$ cat config.mk
export PLATFORM = sky130hd
export DESIGN_NAME = ocl_axil_decoder
export DESIGN_NICKNAME = d
export VERILOG_FILES = /design/src/rtl/ocl_axil_pkg.sv /design/src/rtl/ocl_axil_timeout.sv /design/src/rtl/ocl_axil_decoder.sv
export SDC_FILE = /design/constraint.sdc
export NUM_CORES = 1
export LEC_CHECK = 0
export CORE_MARGIN = 5
export CORE_UTILIZATION = 42
export CTS_BUF_LIST = sky130_fd_sc_hd__clkbuf_2
export DETAILED_ROUTE_END_ITERATION = 6
export PLACE_DENSITY = 0.84
export SLEW_MARGIN = 20
export SYNTH_ARGS = -nofsm -noshare
export SYNTH_HDL_FRONTEND = slang
export SYNTH_SLANG_ARGS = --single-unit
$ cat constraint.sdc
create_clock -name clk_main_a0 -period 5.5 [get_ports clk_main_a0]
set_input_delay 1.375 -clock clk_main_a0 [delete_from_list [all_inputs] [get_ports clk_main_a0]]
set_output_delay 1.375 -clock clk_main_a0 [all_outputs]
set_load 0.02 [all_outputs]
$ cat src/rtl/ocl_axil_pkg.sv
// Shared types and constants for the OCL AXI-Lite register decoder.
// Holds the response encodings, FSM state enums and the read error pattern.
package ocl_axil_pkg;

  localparam logic [1:0]  RESP_OKAY   = 2'd0;
  localparam logic [1:0]  RESP_SLVERR = 2'd2;
  localparam logic [1:0]  RESP_DECERR = 2'd3;
  localparam logic [31:0] BAD_DATA    = 32'hBAD0_BAD0;

  typedef enum logic [1:0] {
    W_IDLE   = 2'd0,
    W_STROBE = 2'd1,
    W_RESP   = 2'd2
  } w_state_t;

  typedef enum logic [1:0] {
    R_IDLE = 2'd0,
    R_WAIT = 2'd1,
    R_RESP = 2'd2
  } r_state_t;

  // 16-bit add that sticks at all-ones instead of wrapping.
  function automatic logic [15:0] sat_add16(input logic [15:0] a, input logic [1:0] inc);
    logic [16:0] sum;
    sum = {1'b0, a} + {15'd0, inc};
    return sum[16] ? 16'hFFFF : sum[15:0];
  endfunction

endpackage

$ cat src/rtl/ocl_axil_timeout.sv
// Down-counter guarding a channel read: loaded on request, decremented while
// waiting, and expire is high once it has run down to zero.
module ocl_axil_timeout #(
  parameter int TIMEOUT = 255,
  parameter int CW      = $clog2(TIMEOUT + 1)
) (
  input  logic clk_main_a0,
  input  logic rst_main_n,
  input  logic load,
  input  logic count,
  output logic expire
);

  logic [CW-1:0] r_cnt;

  always_ff @(posedge clk_main_a0 or negedge rst_main_n) begin
    if (!rst_main_n) begin
      r_cnt <= '0;
    end else if (load) begin
      r_cnt <= CW'(TIMEOUT);
    end else if (count && (r_cnt != '0)) begin
      r_cnt <= r_cnt - CW'(1);
    end
  end

  assign expire = (r_cnt == '0);

endmodule

$ cat src/rtl/ocl_axil_decoder.sv
// AXI-Lite slave that splits the address space into N_CH register regions and
// forwards writes/reads as simple strobe/request interfaces to each channel.
module ocl_axil_decoder
  import ocl_axil_pkg::*;
#(
  parameter int N_CH      = 4,
  parameter int REGION_AW = 12,
  parameter int TIMEOUT   = 255
) (
  input  logic                   clk_main_a0,
  input  logic                   rst_main_n,
  input  logic                   awvalid,
  output logic                   awready,
  input  logic [31:0]            awaddr,
  input  logic                   wvalid,
  output logic                   wready,
  input  logic [31:0]            wdata,
  input  logic [3:0]             wstrb,
  output logic                   bvalid,
  input  logic                   bready,
  output logic [1:0]             bresp,
  input  logic                   arvalid,
  output logic                   arready,
  input  logic [31:0]            araddr,
  output logic                   rvalid,
  input  logic                   rready,
  output logic [31:0]            rdata,
  output logic [1:0]             rresp,
  output logic [N_CH-1:0]        ch_wr_en,
  output logic [REGION_AW-1:0]   ch_waddr,
  output logic [31:0]            ch_wdata,
  output logic [3:0]             ch_wstrb,
  output logic [N_CH-1:0]        ch_rd_en,
  output logic [REGION_AW-1:0]   ch_raddr,
  input  logic [32*N_CH-1:0]     ch_rdata,
  input  logic [N_CH-1:0]        ch_rvalid,
  output logic [15:0]            err_cnt
);

  // Reset asserts immediately but releases only after two clean clock edges.
  logic [1:0] r_rst_sync;
  logic       w_rst_n;

  always_ff @(posedge clk_main_a0 or negedge rst_main_n) begin
    if (!rst_main_n) r_rst_sync <= 2'b00;
    else             r_rst_sync <= {r_rst_sync[0], 1'b1};
  end
  assign w_rst_n = r_rst_sync[1];

  // ---------------- write path ----------------
  w_state_t       r_w_state, w_state_next;
  logic           r_aw_got, r_w_got;
  logic [31:0]    r_awaddr, r_wdata;
  logic [3:0]     r_wstrb;
  logic [1:0]     r_bresp;
  logic           w_aw_hs, w_w_hs, w_wr_go, w_wr_derr;
  logic [3:0]     w_wr_idx;

  assign awready   = (r_w_state == W_IDLE) && !r_aw_got;
  assign wready    = (r_w_state == W_IDLE) && !r_w_got;
  assign w_aw_hs   = awvalid && awready;
  assign w_w_hs    = wvalid && wready;
  assign w_wr_go   = (r_aw_got || w_aw_hs) && (r_w_got || w_w_hs);
  assign w_wr_idx  = r_awaddr[REGION_AW+3:REGION_AW];
  assign w_wr_derr = (int'(w_wr_idx) >= N_CH) || (|r_awaddr[31:REGION_AW+4]);

  always_comb begin
    w_state_next = r_w_state;
    case (r_w_state)
      W_IDLE:   if (w_wr_go) w_state_next = W_STROBE;
      W_STROBE: w_state_next = W_RESP;
      W_RESP:   if (bready) w_state_next = W_IDLE;
      default:  w_state_next = W_IDLE;
    endcase
  end

  always_ff @(posedge clk_main_a0 or negedge w_rst_n) begin
    if (!w_rst_n) begin
      r_w_state <= W_IDLE;
      r_aw_got  <= 1'b0;
      r_w_got   <= 1'b0;
      r_awaddr  <= '0;
      r_wdata   <= '0;
      r_wstrb   <= '0;
      r_bresp   <= RESP_OKAY;
    end else begin
      r_w_state <= w_state_next;
      if (w_aw_hs) r_awaddr <= awaddr;
      if (w_w_hs) begin
        r_wdata <= wdata;
        r_wstrb <= wstrb;
      end
      if (w_wr_go) begin
        r_aw_got <= 1'b0;
        r_w_got  <= 1'b0;
      end else begin
        if (w_aw_hs) r_aw_got <= 1'b1;
        if (w_w_hs)  r_w_got  <= 1'b1;
      end
      if (r_w_state == W_STROBE) r_bresp <= w_wr_derr ? RESP_DECERR : RESP_OKAY;
    end
  end

  assign bvalid   = (r_w_state == W_RESP);
  assign bresp    = r_bresp;
  assign ch_waddr = r_awaddr[REGION_AW-1:0];
  assign ch_wdata = r_wdata;
  assign ch_wstrb = r_wstrb;

  // ---------------- read path ----------------
  r_state_t              r_r_state, r_state_next;
  logic [3:0]            r_rd_idx;
  logic                  r_rd_derr, r_rd_pulse;
  logic [REGION_AW-1:0]  r_raddr;
  logic [31:0]           r_rdata;
  logic [1:0]            r_rresp;
  logic                  w_ar_hs, w_ar_derr, w_sel_rvalid, w_tmo_expire, w_rd_done;
  logic [3:0]            w_ar_idx;
  logic [N_CH-1:0]       w_rd_hit;
  logic [31:0]           w_ch_rdata_masked [N_CH];
  logic [31:0]           w_sel_rdata, w_rdata_next;
  logic [1:0]            w_rresp_next;

  assign arready   = (r_r_state == R_IDLE);
  assign w_ar_hs   = arvalid && arready;
  assign w_ar_idx  = araddr[REGION_AW+3:REGION_AW];
  assign w_ar_derr = (int'(w_ar_idx) >= N_CH) || (|araddr[31:REGION_AW+4]);

  for (genvar gi = 0; gi < N_CH; gi++) begin : g_ch
    assign ch_wr_en[gi] = (r_w_state == W_STROBE) && !w_wr_derr && (w_wr_idx == 4'(gi));
    assign w_rd_hit[gi] = (r_rd_idx == 4'(gi));
    assign ch_rd_en[gi] = r_rd_pulse && w_rd_hit[gi];
    assign w_ch_rdata_masked[gi] = w_rd_hit[gi] ? ch_rdata[32*gi +: 32] : 32'd0;
  end

  always_comb begin
    w_sel_rdata = 32'd0;
    for (int i = 0; i < N_CH; i++) w_sel_rdata = w_sel_rdata | w_ch_rdata_masked[i];
  end

  // Only the addressed channel's done flag matters, and only while waiting.
  assign w_sel_rvalid = |(ch_rvalid & w_rd_hit);

  ocl_axil_timeout #(.TIMEOUT(TIMEOUT)) u_timeout (
    .clk_main_a0 (clk_main_a0),
    .rst_main_n  (w_rst_n),
    .load        (w_ar_hs),
    .count       (r_r_state == R_WAIT),
    .expire      (w_tmo_expire)
  );

  always_comb begin
    r_state_next = r_r_state;
    w_rd_done    = 1'b0;
    w_rresp_next = RESP_OKAY;
    w_rdata_next = BAD_DATA;
    case (r_r_state)
      R_IDLE: if (w_ar_hs) r_state_next = R_WAIT;
      R_WAIT: begin
        if (r_rd_derr) begin
          w_rd_done    = 1'b1;
          w_rresp_next = RESP_DECERR;
        end else if (w_sel_rvalid) begin
          w_rd_done    = 1'b1;
          w_rdata_next = w_sel_rdata;
        end else if (w_tmo_expire) begin
          w_rd_done    = 1'b1;
          w_rresp_next = RESP_SLVERR;
        end
        if (w_rd_done) r_state_next = R_RESP;
      end
      R_RESP: if (rready) r_state_next = R_IDLE;
      default: r_state_next = R_IDLE;
    endcase
  end

  always_ff @(posedge clk_main_a0 or negedge w_rst_n) begin
    if (!w_rst_n) begin
      r_r_state  <= R_IDLE;
      r_rd_idx   <= '0;
      r_rd_derr  <= 1'b0;
      r_rd_pulse <= 1'b0;
      r_raddr    <= '0;
      r_rdata    <= '0;
      r_rresp    <= RESP_OKAY;
    end else begin
      r_r_state  <= r_state_next;
      r_rd_pulse <= w_ar_hs && !w_ar_derr;
      if (w_ar_hs) begin
        r_rd_idx  <= w_ar_idx;
        r_rd_derr <= w_ar_derr;
        r_raddr   <= araddr[REGION_AW-1:0];
      end
      if (w_rd_done) begin
        r_rdata <= w_rdata_next;
        r_rresp <= w_rresp_next;
      end
    end
  end

  assign rvalid   = (r_r_state == R_RESP);
  assign rdata    = r_rdata;
  assign rresp    = r_rresp;
  assign ch_raddr = r_raddr;

  // ---------------- error counter ----------------
  logic [15:0] r_err_cnt;
  logic [1:0]  w_err_inc;

  assign w_err_inc = {1'b0, (r_w_state == W_STROBE) && w_wr_derr}
                   + {1'b0, w_rd_done && (w_rresp_next != RESP_OKAY)};

  always_ff @(posedge clk_main_a0 or negedge w_rst_n) begin
    if (!w_rst_n) r_err_cnt <= '0;
    else          r_err_cnt <= sat_add16(r_err_cnt, w_err_inc);
  end

  assign err_cnt = r_err_cnt;

endmodule

==> out/metrics.yaml, run 1 <==
layout:
  finalCoreUtilization_pct: 65.8
  syn2layout_area_growth_pct: 55.3
  layout.nets: 1209
  final_area_um2: 11300
  drive_above_1_share_pct: 12.1
  diodes: 0
  fin_cells: 1204
place:
  hpwl_mm: 17.5
  port_buffers: 363
  place.gp.congestion: 0.803
  placed_cell_area_um2: 11000
  pre_cts_ws_ns: 1.10
  placedCellCount: 1171
grt:
  grt_pass1_vias: 6689
  grt_pass1_wl_mm: 35.2
  antenna_found_initial: 0
  grt_use_total_pct: 22.2
  grt_max_degree: 80
  grt-ovfl-total: 0
worst_setup_path:
  r2r_end: "err_cnt[6]"
  startpoint_type: "flip-flop"
  path_cells: "nor4_1, nand3_1, nor3_1, nor3b_1, clkdlybuf4s50_1"
  r2r-start: "r_rd_idx[0]"
  cp.required_ns: 4.12
  cpMaxStageDelayCell: "clkdlybuf4s50_1"
  r2r_cells: 12
  crit_type: "flip-flop to output pin"
  rrSetupSlack_ns: 1.94
  critPathMaxFanout: 5
  crit_path_max_incr_delay_ns: 0.65
  cp.arrival_ns: 3.08
  crit_start: "r_awaddr[16]"
  cp-end-kind: "output pin"
die:
  initial_core_util_pct: 42.4
  die_h_um: 141
  core_area_um2: 17100
  boundaryPins: 364
  die_w_um: 141
  die-area_um2: 20000
  rows: 48
power_and_ir_drop:
  irDropWorstVdd_uv: 330
  leakagePower_nw: 4.66
  power_density_nw_per_um2: 422
  power.total_mw: 4.76
clock_tree:
  cts_resized: 0
  postCtsHoldBufs: 0
  clk_pin_slew_worst_paths_ns: 0.22
  cts_buffer_depth: 2
  numCtsBuffers: 17
  cts.sinks: 153
  cts_root_buf: "clkbuf_2"
  post_cts_buffers: 0
  clock_latency_ns: 0.72
  cts_tree: "yes"
  htree_levels: 4
logic_synthesis:
  async_flop_share_pct: 100
  synth_top_area_share_pct: 52.8
  syn_nets: 868
  netlist_area_um2: 7250
  ys_seq_area_share_pct: 52.8
  synth-compound-area-share_pct: 9.54
  synth_flop_cell: "dfrtp_1"
  yosys_warnings: 0
  synthMuxAreaShare_pct: 20.3
  avgSynthCellArea_um2: 11.6
  synth-edff-count: 0
  yosys-top-cells-area: "dfrtp_1 53%, mux2_2 11%, mux2i_1 9.2%"
  ys_types: 53
  synthSimpleGateAreaFrac_pct: 11.3
  synth_fa_ha_area_share_pct: 0.794
  synth-seq-cells: 153
  synth_xor_area_share_pct: 1.09
  synth_top_family_by_area: "multiplexers"
  syn_inst: 625
  yosys.area.top_type: "dfrtp_1"
route:
  vias: 6246
  post-route-drc-count: 0
  ant_nets: 0
  routedWlPerCell_um: 18.9
  drtIter0Drc: 300
  drt_wl_total_mm: 22.8
  dr.pass1.iters: 4
  via_per_inst: 5.19
timing:
  skew_ns: 0.0265
  report.final.slew_viol_count: 0
  whs_ns: 0.227
  min_period_ns: 4.45
  tightest_slew_ns: 1.06
  fmax_ghz: 0.225
  hold_viol: 0
  post-route-period-util_pct: 80.9
  setup_viol: 0
  relSlewSlack_pct: 29.3
  rsz0062_at_grt: "false"
  fin_setup_tns_ns: 0
  fin_ws_ns: 1.05
run_status:
  run_status: "finished clean"
run:
  maxCapViolations: 0
worst_hold_path:
  hp-class: "flip-flop to async pin"
## synthesized netlist by cell type, types with 3 or more instances
library cell / instances
a22o_1: 17
and2_1: 5
and4_1: 4
buf_1: 4
buf_2: 7
buf_4: 14
clkbuf_1: 24
dfrtp_1: 153
ha_1: 3
inv_1: 12
mux2_2: 71
mux2i_1: 67
nand2_1: 74
nand2b_1: 6
nand3_1: 8
nand3b_1: 3
nand4_1: 5
nor2_1: 21
nor3_1: 8
nor3b_1: 3
nor4_1: 12
o21ai_0: 14
o22a_1: 16
o22ai_1: 33
xnor2_1: 7
## flip-flops by register name, summed over array words and instances (netlist names)
signal,count
ch_wdata,32
r_awaddr,32
rdata,32
err_cnt,16
ch_raddr,12
u_timeout.r_cnt,8
ch_wstrb,4
r_rd_idx,4
r_r_state,2
r_rst_sync,2
r_w_state,2
rresp,2
bresp,1
r_aw_got,1
r_rd_derr,1
r_rd_pulse,1
r_w_got,1
## critical path, delay by kind of cell, from the launching register on
kind	cells	cell delay, ns
flops	1	0.43
simple gates	4	1.29
buf+inv	1	0.65
## cell type report
class	count	area, µm²
fill	1345	5850
sequential	153	3840
timing repair buffer	372	3730
multi-input combinational	410	3120
tap	225	282
clock inverter	13	153
clock buffer	19	95.1
inverter	12	45.0
## cell usage in the layout (no fill, tap or decap), drive strengths merged, types with 2 or more instances in the layout
cell,n
o22a,16
nand3,8
mux2,71
o22ai,34
nor2,21
dfrtp,153
bufinv,3
o31ai,2
xor2,2
nor4,12
nand4,5
clkbuf,19
ha,3
and2,5
and4,4
nand3b,3
a22o,17
nor3b,4
nand2,74
mux2i,67
xnor2,7
clkdlybuf4s50,363
nor3,8
or4,2
a21oi,2
or3,2
inv,13
o311ai,2
clkinv,7
o21ai,14
clkinvlp,2
nor2b,2
buf,9
nand2b,6
a31oi,2
## worst max-delay path by stage
| stage | slack, ns | endpoint |
|---|---|---|
| 3_5_place_dp | 1.10 | err_cnt[10] |
| 2_1_floorplan | 0.92 | bresp[0] |
| 3_3_place_gp | 1.22 | err_cnt[6] |
| 5_1_grt | 0.71 | ch_wr_en[0] |
| 6_report | 1.05 | ch_wr_en[0] |
| 4_1_cts | 0.94 | ch_wr_en[0] |
## kinds of logic after synthesis
group | Yosys count
other | 1
and+or+nand+nor | 163
AOI/OAI and AO/OA | 95
adders and majority gates | 4
buffers and inverters | 62
DFF | 153
muxes | 138
xor gates and xnor gates | 9
## per-layer routing
metal | wire (µm) | track usage (%) | share of wire [%] | vias to the layer above
li1 | - | - | - | 2936
met1 | 8600 | 24.7 | 38 | 3020
met2 | 11700 | 39.8 | 51 | 248
met3 | 1830 | 7.55 | 8.0 | 42
met4 | 627 | 7.63 | 2.8 | 0
met5 | 0 | 0 | 0 | -
## power by group
| group | total [mW] | switching, mW | internal, mW |
|---|---|---|---|
| clock network | 0.658 | 0.404 | 0.254 |
| registers | 1.74 | 0.245 | 1.49 |
| logic | 2.36 | 1.15 | 1.21 |
| total | 4.76 | 1.80 | 2.95 |
Note: power is estimated with default switching activity, not from simulation.
==> run 2: changes to the inputs <==
clock period = 4.6 ns   (was 5.5 ns; I/O delays follow)
==> out/metrics.yaml, run 2 (same netlist as run 1, synthesis figures left out) <==
worst_hold_path:
  min_path_cells: 0
  hp-class: "flip-flop to flip-flop"
  hold-path-endpoint: "r_rst_sync[1]"
  hp-start: "r_rst_sync[0]"
timing:
  fin_setup_tns_ns: 0  # unchanged
  hold_viol: 0  # unchanged
  fmax_ghz: 0.239
  tightest_slew_ns: 1.08  # +0.0186 ns
  setup_viol: 0  # unchanged
  skew_ns: 0.0417  # +0.0152 ns
  post-route-period-util_pct: 90.8
  min_period_ns: 4.18
  rsz0062_at_grt: "false"
  relSlewSlack_pct: 28.0  # -1.2 points
  whs_ns: 0.382  # +0.155 ns
  report.final.slew_viol_count: 0  # unchanged
clock_tree:
  cts_resized: 0  # unchanged
  cts_buffer_depth: 2  # unchanged
  clock_latency_ns: 0.73  # about the same
  cts_tree: "yes"
  clk_pin_slew_worst_paths_ns: 0.23  # about the same
  cts_root_buf: "clkbuf_2"
  cts.sinks: 153  # unchanged
  htree_levels: 4  # unchanged
  post_cts_buffers: 0  # unchanged
  numCtsBuffers: 17  # unchanged
  postCtsHoldBufs: 0  # unchanged
layout:
  syn2layout_area_growth_pct: 54.4
  final_cell_mix: "363 x clkdlybuf4s50_1, 151 x dfrtp_1, 74 x nand2_1"
  finalCoreUtilization_pct: 65.4  # -0.38 points
  drive_above_1_share_pct: 12.0  # -0.078 points
  layout.nets: 1208  # -0.083%
  diodes: 0  # unchanged
  final_common_cell: "clkdlybuf4s50_1"
  final_area_um2: 11200  # -0.58%
die:
  die_w_um: 141  # unchanged
  die-area_um2: 20000  # unchanged
  die_h_um: 141  # unchanged
  core_area_um2: 17100  # unchanged
  initial_core_util_pct: 42.4  # unchanged
  rows: 48  # unchanged
  boundaryPins: 364  # unchanged
place:
  port_buffers: 363  # unchanged
  placed_cell_area_um2: 11000  # unchanged
  hpwl_mm: 17.0  # -2.7%
  place.gp.congestion: 0.809  # +0.76%
grt:
  grt_max_degree: 84  # +5.0%
  grt_pass1_vias: 6438  # -3.8%
  antenna_found_initial: 0  # unchanged
  grt-ovfl-total: 0  # unchanged
  grt_use_total_pct: 21.6  # -0.66 points
  grt_pass1_wl_mm: 34.3  # -2.6%
worst_setup_path:
  rrSetupSlack_ns: 1.16  # -0.78 ns
  r2r_cells: 12  # unchanged
  r2r_end: "err_cnt[2]"
  crit_type: "flip-flop to output pin"
  path_cells: "nor4_1, nand3_1, nor3_1, nor3b_1, clkdlybuf4s50_1"
  startpoint_type: "flip-flop"
  r2r-start: "r_rd_idx[0]"
  cp.arrival_ns: 3.03  # -0.05 ns
  cp-end-kind: "output pin"
  crit_path_max_incr_delay_ns: 0.66  # about the same
  critPathMaxFanout: 5  # unchanged
  cp.required_ns: 3.45  # -0.67 ns
  cpMaxStageDelayCell: "clkdlybuf4s50_1"
power_and_ir_drop:
  power.total_mw: 5.61  # +18%
  leakagePower_nw: 4.63  # -0.62%
  irDropWorstVdd_uv: 428  # +30%
  power_density_nw_per_um2: 501  # +19%
run_status:
  run_status: "finished clean"
route:
  drtIter0Drc: 221  # -26%
  dr.pass1.iters: 4  # unchanged
  post-route-drc-count: 0  # unchanged
  vias: 6215  # -0.50%
  routedWlPerCell_um: 18.5  # -2.2%
  via_per_inst: 5.17  # -0.33%
  ant_nets: 0  # unchanged
  drt_wl_total_mm: 22.2  # -2.4%
run:
  maxCapViolations: 0  # unchanged
## run 2: worst max-delay path by stage
| stage | cells past startpoint | to | start |
|---|---|---|---|
| after detailed placement | 12 | err_cnt[2] | ch_rvalid[2] |
| after global routing | 5 | ch_wr_en[0] | r_awaddr[21] |
| after floorplan | 0 | bresp[0] | r_rst_sync[1] |
| after global placement | 12 | err_cnt[6] | ch_rvalid[2] |
| after CTS | 5 | ch_wr_en[0] | r_awaddr[16] |
| final | 5 | ch_wr_en[0] | r_awaddr[16] |
## run 2: report_power, final
part	total (mW)	internal, mW	switching [mW]
Sequential	2.08	1.78	0.301
Clock	0.710	0.247	0.462
Combinational	2.81	1.44	1.37
Total	5.61	3.47	2.13
## run 2: metrics by stage
step / std cells / worst slack (ns)
3_3_place_gp: 1171 / 0.534
3_5_place_dp: 1171 / 0.496
2_1_floorplan: 625 / 0.0213
4_1_cts: 1202 / 0.331
6_report: 1202 / 0.422
5_1_grt: 1202 / 0.122
## run 2: final cells by class
type / count / area [µm²]
timing repair buffer: 371 / 3710
clock inverter: 10 / 105
multi-input combinational: 410 / 3120
tap: 225 / 282
sequential: 153 / 3840
fill: 1354 / 5910
inverter: 12 / 45.0
clock buffer: 21 / 105
## run 2: worst max-delay path, delay by kind of cell, from the launching register on
family	cells	cell delay, ns
and+or+nand+nor	4	1.20
buffers and inverters	1	0.66
DFF	1	0.43
## run 2: per-layer routing
| layer | GRT usage (%) | wire length, µm | vias up |
|---|---|---|---|
| met5 | 0 | 0 | - |
| met4 | 6.36 | 529 | 0 |
| met3 | 7.75 | 1820 | 38 |
| met2 | 37.7 | 11300 | 240 |
| met1 | 25.0 | 8540 | 3002 |
| li1 | - | - | 2935 |
